<file path="config.mk">
export PLATFORM = sky130hd
export DESIGN_NAME = spi_mstr_arb
export DESIGN_NICKNAME = d
export VERILOG_FILES = /design/src/rtl/spi_arb_pkg.sv /design/src/rtl/spi_arb_port.sv /design/src/rtl/spi_mstr_arb.sv
export SDC_FILE = /design/constraint.sdc
export NUM_CORES = 1
export LEC_CHECK = 0
export ABC_AREA = 1
export BUFFER_PORTS_ARGS = -buffer_cell sky130_fd_sc_hd__buf_2
export CELL_PAD_IN_SITES_DETAIL_PLACEMENT = 1
export CELL_PAD_IN_SITES_GLOBAL_PLACEMENT = 1
export CORE_ASPECT_RATIO = 0.75
export CORE_MARGIN = 3
export CORE_UTILIZATION = 25
export DETAILED_ROUTE_END_ITERATION = 6
export GPL_TIMING_DRIVEN = 0
export PLACE_DENSITY_LB_ADDON = 0.3
export SLEW_MARGIN = 30
export SYNTH_ARGS = -nofsm -noshare
export SYNTH_HDL_FRONTEND = slang
export SYNTH_SLANG_ARGS = --single-unit
</file>
<file path="constraint.sdc">
create_clock -name clk -period 1.65 [get_ports clk]
set_input_delay 0.165 -clock clk [delete_from_list [all_inputs] [get_ports clk]]
set_output_delay 0.165 -clock clk [all_outputs]
set_load 0.01 [all_outputs]
</file>
<file path="src/rtl/spi_arb_pkg.sv">
// Shared types for the two-port SPI_mstr16 arbiter.
package spi_arb_pkg;
  localparam int NUM_PORTS = 2;
  typedef enum logic [1:0] {IDLE = 2'd0, XFER = 2'd1, HOLD = 2'd2} arb_state_t;
  typedef logic owner_t;
endpackage

</file>
<file path="src/rtl/spi_arb_port.sv">
// One requester slot: captures wrt/cmd into a pending command, flags overruns.
module spi_arb_port
  import spi_arb_pkg::*;
(
  input  logic        clk,
  input  logic        rst_n,
  input  logic        wrt_i,
  input  logic [15:0] cmd_i,
  input  logic        clr_i,
  output logic        pend_o,
  output logic [15:0] pcmd_o,
  output logic        ovr_o
);
  logic        pend_q, pend_d, ovr_q, ovr_d;
  logic [15:0] pcmd_q, pcmd_d;

  always_comb begin
    pend_d = pend_q;
    pcmd_d = pcmd_q;
    ovr_d  = ovr_q;
    // A new request in the clearing cycle re-arms the slot, so clients may chain on done.
    if (wrt_i && (!pend_q || clr_i)) begin
      pend_d = 1'b1;
      pcmd_d = cmd_i;
    end else if (clr_i) begin
      pend_d = 1'b0;
    end
    if (wrt_i && pend_q && !clr_i) ovr_d = 1'b1;
  end

  always_ff @(posedge clk or negedge rst_n) begin
    if (!rst_n) begin
      pend_q <= 1'b0;
      pcmd_q <= '0;
      ovr_q  <= 1'b0;
    end else begin
      pend_q <= pend_d;
      pcmd_q <= pcmd_d;
      ovr_q  <= ovr_d;
    end
  end

  assign pend_o = pend_q;
  assign pcmd_o = pcmd_q;
  assign ovr_o  = ovr_q;
endmodule

</file>
<file path="src/rtl/spi_mstr_arb.sv">
// Round-robin arbiter sharing one SPI_mstr16 between two command-level clients,
// with a per-port burst lock capped at LOCK_MAX transactions while the other port waits.
module spi_mstr_arb
  import spi_arb_pkg::*;
#(
  parameter int LOCK_MAX = 16
) (
  input  logic        clk,
  input  logic        rst_n,
  input  logic        wrt0,
  input  logic [15:0] cmd0,
  input  logic        lock0,
  output logic        done0,
  output logic [15:0] rd_data0,
  input  logic        wrt1,
  input  logic [15:0] cmd1,
  input  logic        lock1,
  output logic        done1,
  output logic [15:0] rd_data1,
  output logic [1:0]  ovr,
  output logic [1:0]  gnt,
  output logic        wrt_m,
  output logic [15:0] cmd_m,
  input  logic        done_m,
  input  logic [15:0] rd_data_m
);
  localparam int CW = (LOCK_MAX > 1) ? $clog2(LOCK_MAX) : 1;
  localparam logic [CW-1:0] CNT_MAX = CW'(LOCK_MAX - 1);

  arb_state_t                       state_q, state_d;
  logic [NUM_PORTS-1:0]             gnt_q, gnt_d, pend, clr, wrt_v, lock_v, ovr_v;
  logic [NUM_PORTS-1:0][15:0]       cmd_v, pcmd;
  owner_t                           last_q, last_d, own, win, sel;
  logic [CW-1:0]                    cnt_q, cnt_d;

  assign wrt_v  = {wrt1, wrt0};
  assign cmd_v  = {cmd1, cmd0};
  assign lock_v = {lock1, lock0};

  for (genvar p = 0; p < NUM_PORTS; p++) begin : g_port
    spi_arb_port u_port (
      .clk    (clk),
      .rst_n  (rst_n),
      .wrt_i  (wrt_v[p]),
      .cmd_i  (cmd_v[p]),
      .clr_i  (clr[p]),
      .pend_o (pend[p]),
      .pcmd_o (pcmd[p]),
      .ovr_o  (ovr_v[p])
    );
  end

  assign own      = gnt_q[1];
  assign win      = (&pend) ? ~last_q : pend[1];
  assign ovr      = ovr_v;
  assign gnt      = gnt_q;
  assign rd_data0 = rd_data_m;
  assign rd_data1 = rd_data_m;

  always_comb begin
    state_d = state_q;
    gnt_d   = gnt_q;
    last_d  = last_q;
    cnt_d   = cnt_q;
    clr     = '0;
    wrt_m   = 1'b0;
    done0   = 1'b0;
    done1   = 1'b0;
    sel     = own;
    case (state_q)
      IDLE: if (|pend) begin
        sel     = win;
        wrt_m   = 1'b1;
        gnt_d   = win ? 2'b10 : 2'b01;
        last_d  = win;
        state_d = XFER;
      end
      XFER: if (done_m) begin
        clr[own] = 1'b1;
        done0    = ~own;
        done1    = own;
        // Keep the grant unless the lock cap is hit while the other port waits.
        if (lock_v[own] && (cnt_q < CNT_MAX || !pend[~own])) begin
          state_d = HOLD;
          if (cnt_q < CNT_MAX) cnt_d = cnt_q + 1'b1;
        end else begin
          state_d = IDLE;
          cnt_d   = '0;
          gnt_d   = '0;
        end
      end
      HOLD: if (pend[own]) begin
        wrt_m   = 1'b1;
        state_d = XFER;
      end else if (!lock_v[own]) begin
        state_d = IDLE;
        cnt_d   = '0;
        gnt_d   = '0;
      end
      default: state_d = IDLE;
    endcase
    cmd_m = pcmd[sel];
  end

  always_ff @(posedge clk or negedge rst_n) begin
    if (!rst_n) begin
      state_q <= IDLE;
      gnt_q   <= '0;
      last_q  <= 1'b1;
      cnt_q   <= '0;
    end else begin
      state_q <= state_d;
      gnt_q   <= gnt_d;
      last_q  <= last_d;
      cnt_q   <= cnt_d;
    end
  end
endmodule

</file>
* After elaboration in Yosys (flattened, before gate mapping)
Cells that the tools add are included.
** Storage, ports and cells
- Flip-flop bits (word level) :: 45
- Output and inout bits :: 55
- Word-level logic and storage cells :: 98
** Operators by class
- Add/sub/neg operators :: 1
- $lt $le $gt $ge :: 5
- Eq/ne operators :: 9
- Muxes and demuxes :: 44
- Bitwise logic cells :: 2
- Reductions and logical operators :: 27
** Operator list (count)
- two-way mux 16 bit :: 2
- two-way mux 2 bit :: 12
- two-way mux 1 bit :: 20
- two-way mux 4 bit :: 5
- one-hot mux 2 bit (3 select lines) :: 2
- inequality test 2 bit (second input constant) :: 5
- logical AND 1 bit :: 8
- one-hot mux 4 bit (2 select lines) :: 1
- less-than comparator 1 x 2 -> 1 bit (second input constant) :: 3
- inequality test 3 bit (second input constant) :: 2
- AND reduction 6 bit :: 1
- nonzero test 2 bit :: 3
- logical NOT 1 bit :: 5
- AND reduction 5 bit :: 1
- adder 4 x 1 -> 4 bit (second input constant) :: 1
- less-than comparator 4 bit (second input constant) :: 1
- AND reduction 2 bit :: 2
- logical OR 1 bit :: 3
- AND reduction 3 bit :: 1
- nonzero test 3 bit :: 1
- == test 2 x 1 -> 1 bit (second input constant) :: 1
- == test 2 bit (second input constant) :: 1
- logical NOT 2 bit :: 1
- NOT 1 bit :: 2
- 4 further kinds :: 4

* Depth between registers and ports, before layout
Gate-level depths: netlist of the first run.
- Word-level depth :: 9
- Depth in mapped cells :: 9

* Hierarchy
From an unflattened synthesis of the first run, not the netlist that was laid out.
** Unflattened totals
- Cell total of the unflattened synthesis :: 339
- Area total of the unflattened synthesis :: 2695.1 µm²
** By module, submodules not included
- spi_arb_port :: instances 2, cells an instance 76, area an instance 732.0 µm², seq. area each 450.4 µm²
- spi_mstr_arb :: instances 1, cells an instance 187, area an instance 1231.2 µm², seq. area each 226.5 µm²

* Worst setup path before layout of the first run
No wires, ideal clock.
- Kind :: reg2out
- From :: reg state_q[0]
- To :: out cmd_m[10]
- Arrival :: 1.312 ns
- Required time :: 1.485 ns
- Setup slack :: 0.173 ns
- Stages on the path, launching flop included :: 8
- Cells stage by stage :: dfrtp_1 > inv_1 > ha_1 > o21ai_1 > nand2_1 > nand2_4 > buf_12 > o21ai_1
** On the way
- Longest elaborated chain between the ends :: 4
** RTL lines
- start, declared :: line spi_mstr_arb.sv:30 : arb_state_t state_q, state_d;
- start signal, assigned :: line spi_mstr_arb.sv:112 : state_q <= state_d;
- logical NOT 2 bit :: line spi_mstr_arb.sv:70 : case (state_q)
- two-way mux 1 bit :: line spi_mstr_arb.sv:70
- two-way mux 16 bit (implied by the code) (2 in a row) :: line spi_mstr_arb.sv:102 : cmd_m = pcmd[sel];
- end, declared :: line spi_mstr_arb.sv:23 : output logic [15:0] cmd_m,
Every way passes these cells. The select of a mux whose other input is x is not followed.

* Final worst setup path of the first run
- From :: reg state_q[1]
- To :: out cmd_m[1]
Same word-level chain as after synthesis.

==> results of run 1 <==
==> cell usage in the layout, fill, tap and decap left out, types with 2 or more instances in the layout <==
| cell | instances |
|---|---|
| o21ai_2 | 16 |
| nand3_2 | 3 |
| o21ai_4 | 2 |
| ha_1 | 4 |
| dfrtp_1 | 42 |
| inv_1 | 28 |
| nand2_4 | 4 |
| nand2_2 | 15 |
| buf_4 | 50 |
| inv_2 | 4 |
| a21oi_1 | 15 |
| dfrtp_2 | 2 |
| o21bai_1 | 3 |
| nand3_1 | 27 |
| ha_4 | 2 |
| o21ai_0 | 3 |
| buf_6 | 6 |
| buf_2 | 92 |
| nor2_1 | 22 |
| clkbuf_16 | 5 |
| clkbuf_1 | 2 |
| nand2_1 | 72 |
| clkinv_2 | 2 |
| nor2_2 | 2 |
==> sequential cells by signal, indices dropped and copies added, names as in the netlist <==
register	flops
cnt_q	4
g_port.u_port.pend_o	2
g_port.u_port.ovr_o	2
gnt	2
last_q	1
state_q	2
g_port.u_port.pcmd_o	32
==> power by group through the flow <==
stage,combinational [W],clock (W),sequential (W)
finish,0.00365,0.000959,0.00185
global route,0.00408,0.00103,0.00190
CTS,0.00353,0.000993,0.00184
detailed placement,0.00331,0,0.00185
global placement,0.00324,0,0.00183
floorplan,0.00227,0,0.00177
==> Yosys cell counts <==
| library cell | n | area, um2 |
|---|---|---|
| o21ai_0 | 4 | 20.0 |
| dfstp_2 | 1 | 26.3 |
| nand2_4 | 4 | 45.0 |
| nand2_2 | 5 | 31.3 |
| nand3_2 | 3 | 30.0 |
| nor2_2 | 1 | 6.26 |
| a21oi_2 | 2 | 17.5 |
| a21oi_1 | 15 | 75.1 |
| o21ai_2 | 14 | 123 |
| inv_2 | 2 | 7.51 |
| inv_1 | 30 | 113 |
| nor2_4 | 1 | 11.3 |
| buf_6 | 6 | 67.6 |
| nor2_1 | 23 | 86.3 |
| nand3_1 | 27 | 135 |
| buf_2 | 1 | 5.00 |
| nand4_2 | 1 | 12.5 |
| clkbuf_1 | 1 | 3.75 |
| o21ai_1 | 3 | 15.0 |
| nand2_1 | 82 | 308 |
| o21ai_4 | 1 | 16.3 |
| xnor2_1 | 1 | 8.76 |
| nand3b_1 | 1 | 7.51 |
| a211oi_1 | 1 | 7.51 |
| buf_8 | 1 | 15.0 |
| buf_12 | 1 | 20.0 |
| o21bai_1 | 3 | 22.5 |
| nand4_1 | 1 | 6.26 |
| xor2_1 | 1 | 8.76 |
| ha_1 | 6 | 75.1 |
| dfrtp_1 | 44 | 1100 |
| buf_4 | 35 | 263 |
==> per-layer routing <==
metal | vias to the layer above | global-route usage
met5 | - | 0
met4 | 0 | 0.0161
met3 | 4 | 0.0244
met2 | 61 | 0.205
met1 | 1170 | 0.176
li1 | 1212 | -
==> tightest hold or removal path, cell delays in order <==
cell	delay, ns
buf_2	0.08
nand3_1	0.06
nand2_1	0.06
==> per-stage QoR <==
stage	total power, W	std cells	TNS [ns]
after detailed placement	0.00517	550	-2.74
after floorplan	0.00404	322	0
after global placement	0.00507	550	-1.45
final	0.00646	573	-1.16
after global routing	0.00702	573	-2.75
after CTS	0.00636	564	-1.97
==> worst paths after layout <==
check / start / to / slack, ns / cells after the start
worst max-delay path: state_q[1]$_DFFE_PN0P_ / cmd_m[1] / -0.1 / 8
worst min-delay path: cmd1[14] / g_port[1].u_port.pcmd_o[14]$_DFFE_PN0P_ / 0.12 / 3
worst max register to register: state_q[1]$_DFFE_PN0P_ / cnt_q[1]$_DFFE_PN0P_ / 0.11 / 8
worst min register to register: g_port[0].u_port.ovr_o$_DFFE_PN0P_ / g_port[0].u_port.ovr_o$_DFFE_PN0P_ / 0.47 / 1
max in group asynchronous: rst_n / g_port[1].u_port.pend_o$_DFFE_PN0P_ / 0.76 / 2
min in group asynchronous: rst_n / g_port[0].u_port.pcmd_o[15]$_DFFE_PN0P_ / 0.46 / 2
==> cells by family (layout without fill, tap and decap cells) <==
| group | after synthesis | after routing | synth area share |
|---|---|---|---|
| AOI/OAI and AO/OA | 43 | 43 | 0.110 |
| xor gates and xnor gates | 2 | 2 | 0.00651 |
| adders and majority gates | 6 | 6 | 0.0279 |
| buffers and inverters | 77 | 192 | 0.184 |
| DFF | 45 | 45 | 0.419 |
| and+or+nand+nor | 149 | 149 | 0.253 |
==> cell type report <==
class	count	area share
clock buffer	6	0.0352
clock inverter	2	0.00274
timing repair buffer	107	0.158
tap	136	0.0465
sequential	45	0.309
inverter	32	0.0328
buffer	45	0.102
multi-input combinational	200	0.314
==> repair_timing <==
| item | in CTS | in global routing |
|---|---|---|
| endpoints found under the hold margin | 44 | 0 |
| setup endpoints to repair | 46 | 47 |
| hold buffers | 1 | 0 |
| cloned | 0 | 0 |
| pin swaps | 1 | 3 |
| resized for setup | 14 | 11 |
| buffers inserted | 5 | 9 |
==> flow_metrics.py, run 1 <==
metrics = {
    "outcome": {
        "outcome": "finished, violations left",
        "violations": "setup timing",
    },
    "synth": {
        "synth_cell_types": 32,
        "syn_nets": 383,
        "yosys_warnings": 0,
        "synth-seq-area-share": 0.419,
        "synth_area_um2": 2690,
        "ys_seq_elements": 45,
        "syn_inst": 322,
        "syn_avg_cell_area_um2": 8.35,
    },
    "clock_network": {
        "h-tree-depth": 2,
        "cts_tree": "yes",
        "insertion_delay_ns": 0.28,
        "clkTransAtPathRegs_ns": 0.06,
        "cts.sinks": 45,
        "cts_root_buf": "clkbuf_16",
        "clock_path_buffers": 2,
        "cts_buffers": 5,
    },
    "global_routing": {
        "grt_pass1_wl_mm": 12.3,
        "antenna_found_initial": 0,
        "grt_max_degree": 46,
        "groute.usage.overall": 0.125,
        "grt-ovfl-total": 0,
        "grt_pass1_vias": 2499,
    },
    "power_and_ir_drop": {
        "clkPwrFrac": 0.148,
        "p_comb_frac": 0.566,
        "ir_drop_mv": 0.538,
        "p_switching_w": 0.00275,
        "power.density_nw_per_um2": 1760,
        "p_int_w": 0.00371,
        "switching_share": 0.426,
        "power_frac_seq": 0.286,
        "leakagePower_nw": 1.99,
    },
    "route": {
        "top_layer": "met4",
        "wl_met2_mm": 3.65,
        "route.detailed.drc": 0,
        "drtIter0Drc": 87,
        "vias": 2447,
        "dr_wl_met3_um": 338,
        "avgRoutedWirePerCell_um": 13.5,
        "post_drt_via_cell_ratio": 4.27,
        "antenna_left": 0,
        "wl_met1_mm": 3.68,
        "drt-total-wl_mm": 7.72,
        "firstDrtPassIters": 4,
    },
    "cells_and_area": {
        "n_antenna_cell": 0,
        "layout.nets": 497,
        "final_util": 0.353,
        "drive_gt1_frac": 0.485,
        "nFillCells": 1294,
        "areaGrowthSynthToFinish_pct": 36.0,
        "final_cell_area_um2": 3660,
        "multiInputGateArea_um2": 1150,
        "regArea_um2": 1130,
    },
    "worst_setup_path": {
        "cpMaxStageDelayCell": "dfrtp_1",
        "start_kind": "register",
        "arrival_ns": 1.58,
        "cpPeakStageDelay_ns": 0.40,
        "required_ns": 1.48,
        "worstSetupPathType": "register to primary output",
        "worst-path-buf-inv": 3,
        "critPathMaxFanout": 10,
        "crit_chain": "inv_2 -> ha_4 -> o21ai_4 -> nand2_2 -> nand2_4 -> buf_6 -> o21ai_2 -> buf_2",
        "end_kind": "primary output",
        "cp_top_family": "flip-flops",
    },
    "place": {
        "place_area_um2": 3320,
        "gp_congestion": 0.741,
        "place_ws_ns": -0.180,
        "portBuffers": 92,
        "place_hpwl_mm": 5.92,
    },
    "floorplanning": {
        "die-area_um2": 12100,
        "initial_core_util": 0.259,
        "coreArea_um2": 10400,
        "die_h_um": 95.8,
        "rows": 32,
        "io_pins": 110,
        "die_w_um": 126,
    },
    "sta": {
        "maxSlewHeadroom": 0.595,
        "hold_slack_ns": 0.118,
        "rsz0062_at_grt": "yes",
        "fin_crit_ns": 1.75,
        "tightest_slew_ns": 0.607,
        "setup_violations": 16,
        "fin_worst_skew_ns": 0.00342,
        "period_share": 1.06,
        "fmax_mhz": 572,
        "maxSlewViolCount": 0,
        "setup_slack_ns": -0.0971,
        "hold_viol_final": 0,
    },
    "hold_path": {
        "worstHoldPathType": "input port to register",
    },
    "job": {
        "maxCapViolCount": 0,
    },
}
(Power assumes the default switching activity.)
==> run 2: changes to the inputs <==
--- a/config.mk
+++ b/config.mk
@@ -18,4 +18,5 @@
 export SLEW_MARGIN = 30
 export SYNTH_ARGS = -nofsm -noshare
 export SYNTH_HDL_FRONTEND = slang
+export SYNTH_HIERARCHICAL = 1
 export SYNTH_SLANG_ARGS = --single-unit
==> flow_metrics.py, run 2 <==
metrics = {
    "worst_setup_path": {
        "arrival_ns": 1.75,
        "start_kind": "register",
        "worstSetupPathType": "register to primary output",
        "required_ns": 1.48,
        "crit_chain": "inv_2 -> ha_4 -> inv_4 -> o21ai_4 -> nand2_4 -> buf_6 -> nand2_2 -> nand2_2 -> buf_6",
        "rr_worst_depth": 11,
        "cpMaxStageDelayCell": "dfrtp_2",
        "end_kind": "primary output",
        "cpPeakStageDelay_ns": 0.41,
        "critPathMaxFanout": 6,
    },
    "sta": {
        "maxSlewHeadroom": 0.605,
        "setup_slack_ns": -0.260,
        "tightest_slew_ns": 0.593,
        "fin_worst_skew_ns": 0.00417,
        "hold_slack_ns": 0.110,
        "tns_ns": -6.20,
        "period_share": 1.16,
        "maxSlewViolCount": 0,
        "rsz0062_at_grt": "yes",
        "setup_violations": 49,
        "hold_viol_final": 0,
        "fmax_mhz": 524,
        "fin_crit_ns": 1.91,
    },
    "place": {
        "place_ws_ns": -0.210,
        "place_hpwl_mm": 6.24,
        "gp_congestion": 0.850,
        "dpl.cell_count": 566,
        "portBuffers": 91,
        "place_area_um2": 3360,
    },
    "synth": {
        "synth_area_um2": 2700,
        "synth_cell_types": 28,
        "syn_nets": 400,
        "syn_avg_cell_area_um2": 7.95,
        "ys_seq_elements": 45,
        "yosys_warnings": 6,
        "synth-seq-area-share": 0.418,
        "synth_edf_count": 0,
        "async_reset_ff_frac": 1.00,
        "synth.cells.most_frequent": "nand2_1, nand3_1, dfrtp_1, buf_4, inv_1",
        "synth.most_common_cell": "nand2_1",
        "synth_ff_type": "dfrtp_1",
        "synth_top_area_share": 0.409,
        "synth_largest_area_cell": "dfrtp_1",
        "syn_inst": 339,
        "synth_area_leaders": "dfrtp_1, nand2_1, nand3_1",
    },
    "clock_network": {
        "clkTransAtPathRegs_ns": 0.06,
        "insertion_delay_ns": 0.28,
        "cts_root_buf": "clkbuf_16",
        "cts_tree": "yes",
        "h-tree-depth": 2,
        "clock_path_buffers": 2,
        "cts.sinks": 45,
        "cts_buffers": 5,
    },
    "route": {
        "vias": 2699,
        "route.detailed.drc": 0,
        "drtIter0Drc": 81,
        "firstDrtPassIters": 4,
        "avgRoutedWirePerCell_um": 14.8,
        "post_drt_via_cell_ratio": 4.37,
        "drt-total-wl_mm": 9.14,
        "antenna_left": 0,
    },
    "power_and_ir_drop": {
        "ir_drop_mv": 0.678,
        "power_frac_seq": 0.241,
        "switching_share": 0.413,
        "clkPwrFrac": 0.138,
        "leakagePower_nw": 2.29,
        "p_switching_w": 0.00351,
        "p_comb_frac": 0.620,
        "p_int_w": 0.00499,
        "power.density_nw_per_um2": 1970,
    },
    "global_routing": {
        "grt_max_degree": 46,
        "grt_pass1_wl_mm": 14.2,
        "antenna_found_initial": 0,
        "grt_pass1_vias": 2789,
        "groute.usage.overall": 0.145,
        "grt-ovfl-total": 0,
    },
    "outcome": {
        "violations": "setup timing",
        "outcome": "finished, violations left",
    },
    "hold_path": {
        "hold_depth": 3,
        "worstHoldPathType": "input port to register",
    },
    "cells_and_area": {
        "nFillCells": 1251,
        "final_common_cell": "nand2_1",
        "stdcell_count": 617,
        "final_cell_area_um2": 4310,
        "multiInputGateArea_um2": 1430,
        "n_antenna_cell": 0,
        "drive_gt1_frac": 0.563,
        "areaGrowthSynthToFinish_pct": 59.8,
        "regArea_um2": 1130,
        "largest_reg_flops": 32,
        "layout.nets": 541,
        "layout_common_cells": "nand2_1, buf_2, buf_4, nand3_1, dfrtp_1",
    },
    "floorplanning": {
        "die-area_um2": 12100,
        "io_pins": 110,
        "rows": 32,
        "die_h_um": 95.9,
        "initial_core_util": 0.259,
        "coreArea_um2": 10400,
        "die_w_um": 126,
    },
    "job": {
        "maxCapViolCount": 0,
    },
}
run 2: changes by cell type in the layout (fill, tap and decap cells not counted), sizes merged, moves of 3 or more:
cell / previous run / this run
buf: 150 / 174
nand2: 91 / 141
inv: 32 / 16
o21ai: 22 / 7
nand3: 30 / 59
bufbuf: 0 / 3
nor2: 25 / 9
a21oi: 17 / 1
run 2: power groups by stage:
stage / Combinational (W) / Sequential (W) / Clock [W]
after floorplan: 0.00230 / 0.00187 / 0
after global routing: 0.00576 / 0.00212 / 0.00125
final: 0.00527 / 0.00205 / 0.00118
after CTS: 0.00470 / 0.00202 / 0.00121
after global placement: 0.00324 / 0.00200 / 0
after detailed placement: 0.00332 / 0.00201 / 0
run 2: worst max-delay path: cells and delay by family, from the launching register on:
| family | cells | cell delay (ns) |
|---|---|---|
| DFF | 1 | 0.41 |
| buffers and inverters | 4 | 0.40 |
| AOI/OAI and AO/OA | 1 | 0.25 |
| and+or+nand+nor | 3 | 0.22 |
| adders and majority gates | 1 | 0.17 |
run 2: logic make-up (layout without fill, tap and decap cells):
logic type,Yosys count,after routing,share of synthesized area
flops,45,45,0.418
compound gates,12,12,0.0357
xor+xnor,2,2,0.00650
buf+inv,60,202,0.154
fa+ha+maj,6,6,0.0279
simple gates,214,214,0.358
run 2: path summary, 6_finish.rpt:
check	start	endpoint	slack, ns
hold / removal	cmd1[0]	g_port[1].u_port/pcmd_o[0]$_DFFE_PN0P_	0.11
max in group asynchronous	rst_n	g_port[1].u_port/pend_o$_DFFE_PN0P_	0.78
setup reg to reg	state_q[1]$_DFFE_PN0P_	g_port[1].u_port/pcmd_o[14]$_DFFE_PN0P_	-0.15
setup / recovery	state_q[0]$_DFFE_PN0P_	cmd_m[15]	-0.26
min in group asynchronous	rst_n	g_port[0].u_port/pcmd_o[15]$_DFFE_PN0P_	0.43
hold reg to reg	g_port[1].u_port/ovr_o$_DFFE_PN0P_	g_port[1].u_port/ovr_o$_DFFE_PN0P_	0.48
run 2: metal layers:
layer  global-route usage  up-vias  part of all wire
met4               0.0384        0            0.0094
met2                0.243       65              0.49
met1                0.199     1294              0.46
met5                    0        -                 0
met3               0.0189        4             0.035
li1                     -     1336                 -
run 2: per-stage QoR:
step	total power [W]	util
after floorplan	0.00417	-
after global placement	0.00524	0.322
after detailed placement	0.00534	0.323
after CTS	0.00793	0.388
after global routing	0.00912	0.414
final	0.00850	0.414
run 2: layout make-up:
type / instances / area share
Multi-Input combinational cell: 234 / 0.332
Sequential cell: 45 / 0.263
Timing Repair Buffer: 134 / 0.226
Buffer: 44 / 0.0848
Tap cell: 136 / 0.0395
Clock buffer: 6 / 0.0322
Inverter: 16 / 0.0145
Clock inverter: 2 / 0.00872
run 2: what timing repair did:
action                                  CTS  global route
cloned                                    5             1
pin swaps                                16            24
hold buffers                              1             0
endpoints found under the setup margin   53            61
setup buffers                            22            14
resized for setup                        58            43
endpoints found under the hold margin    44             0
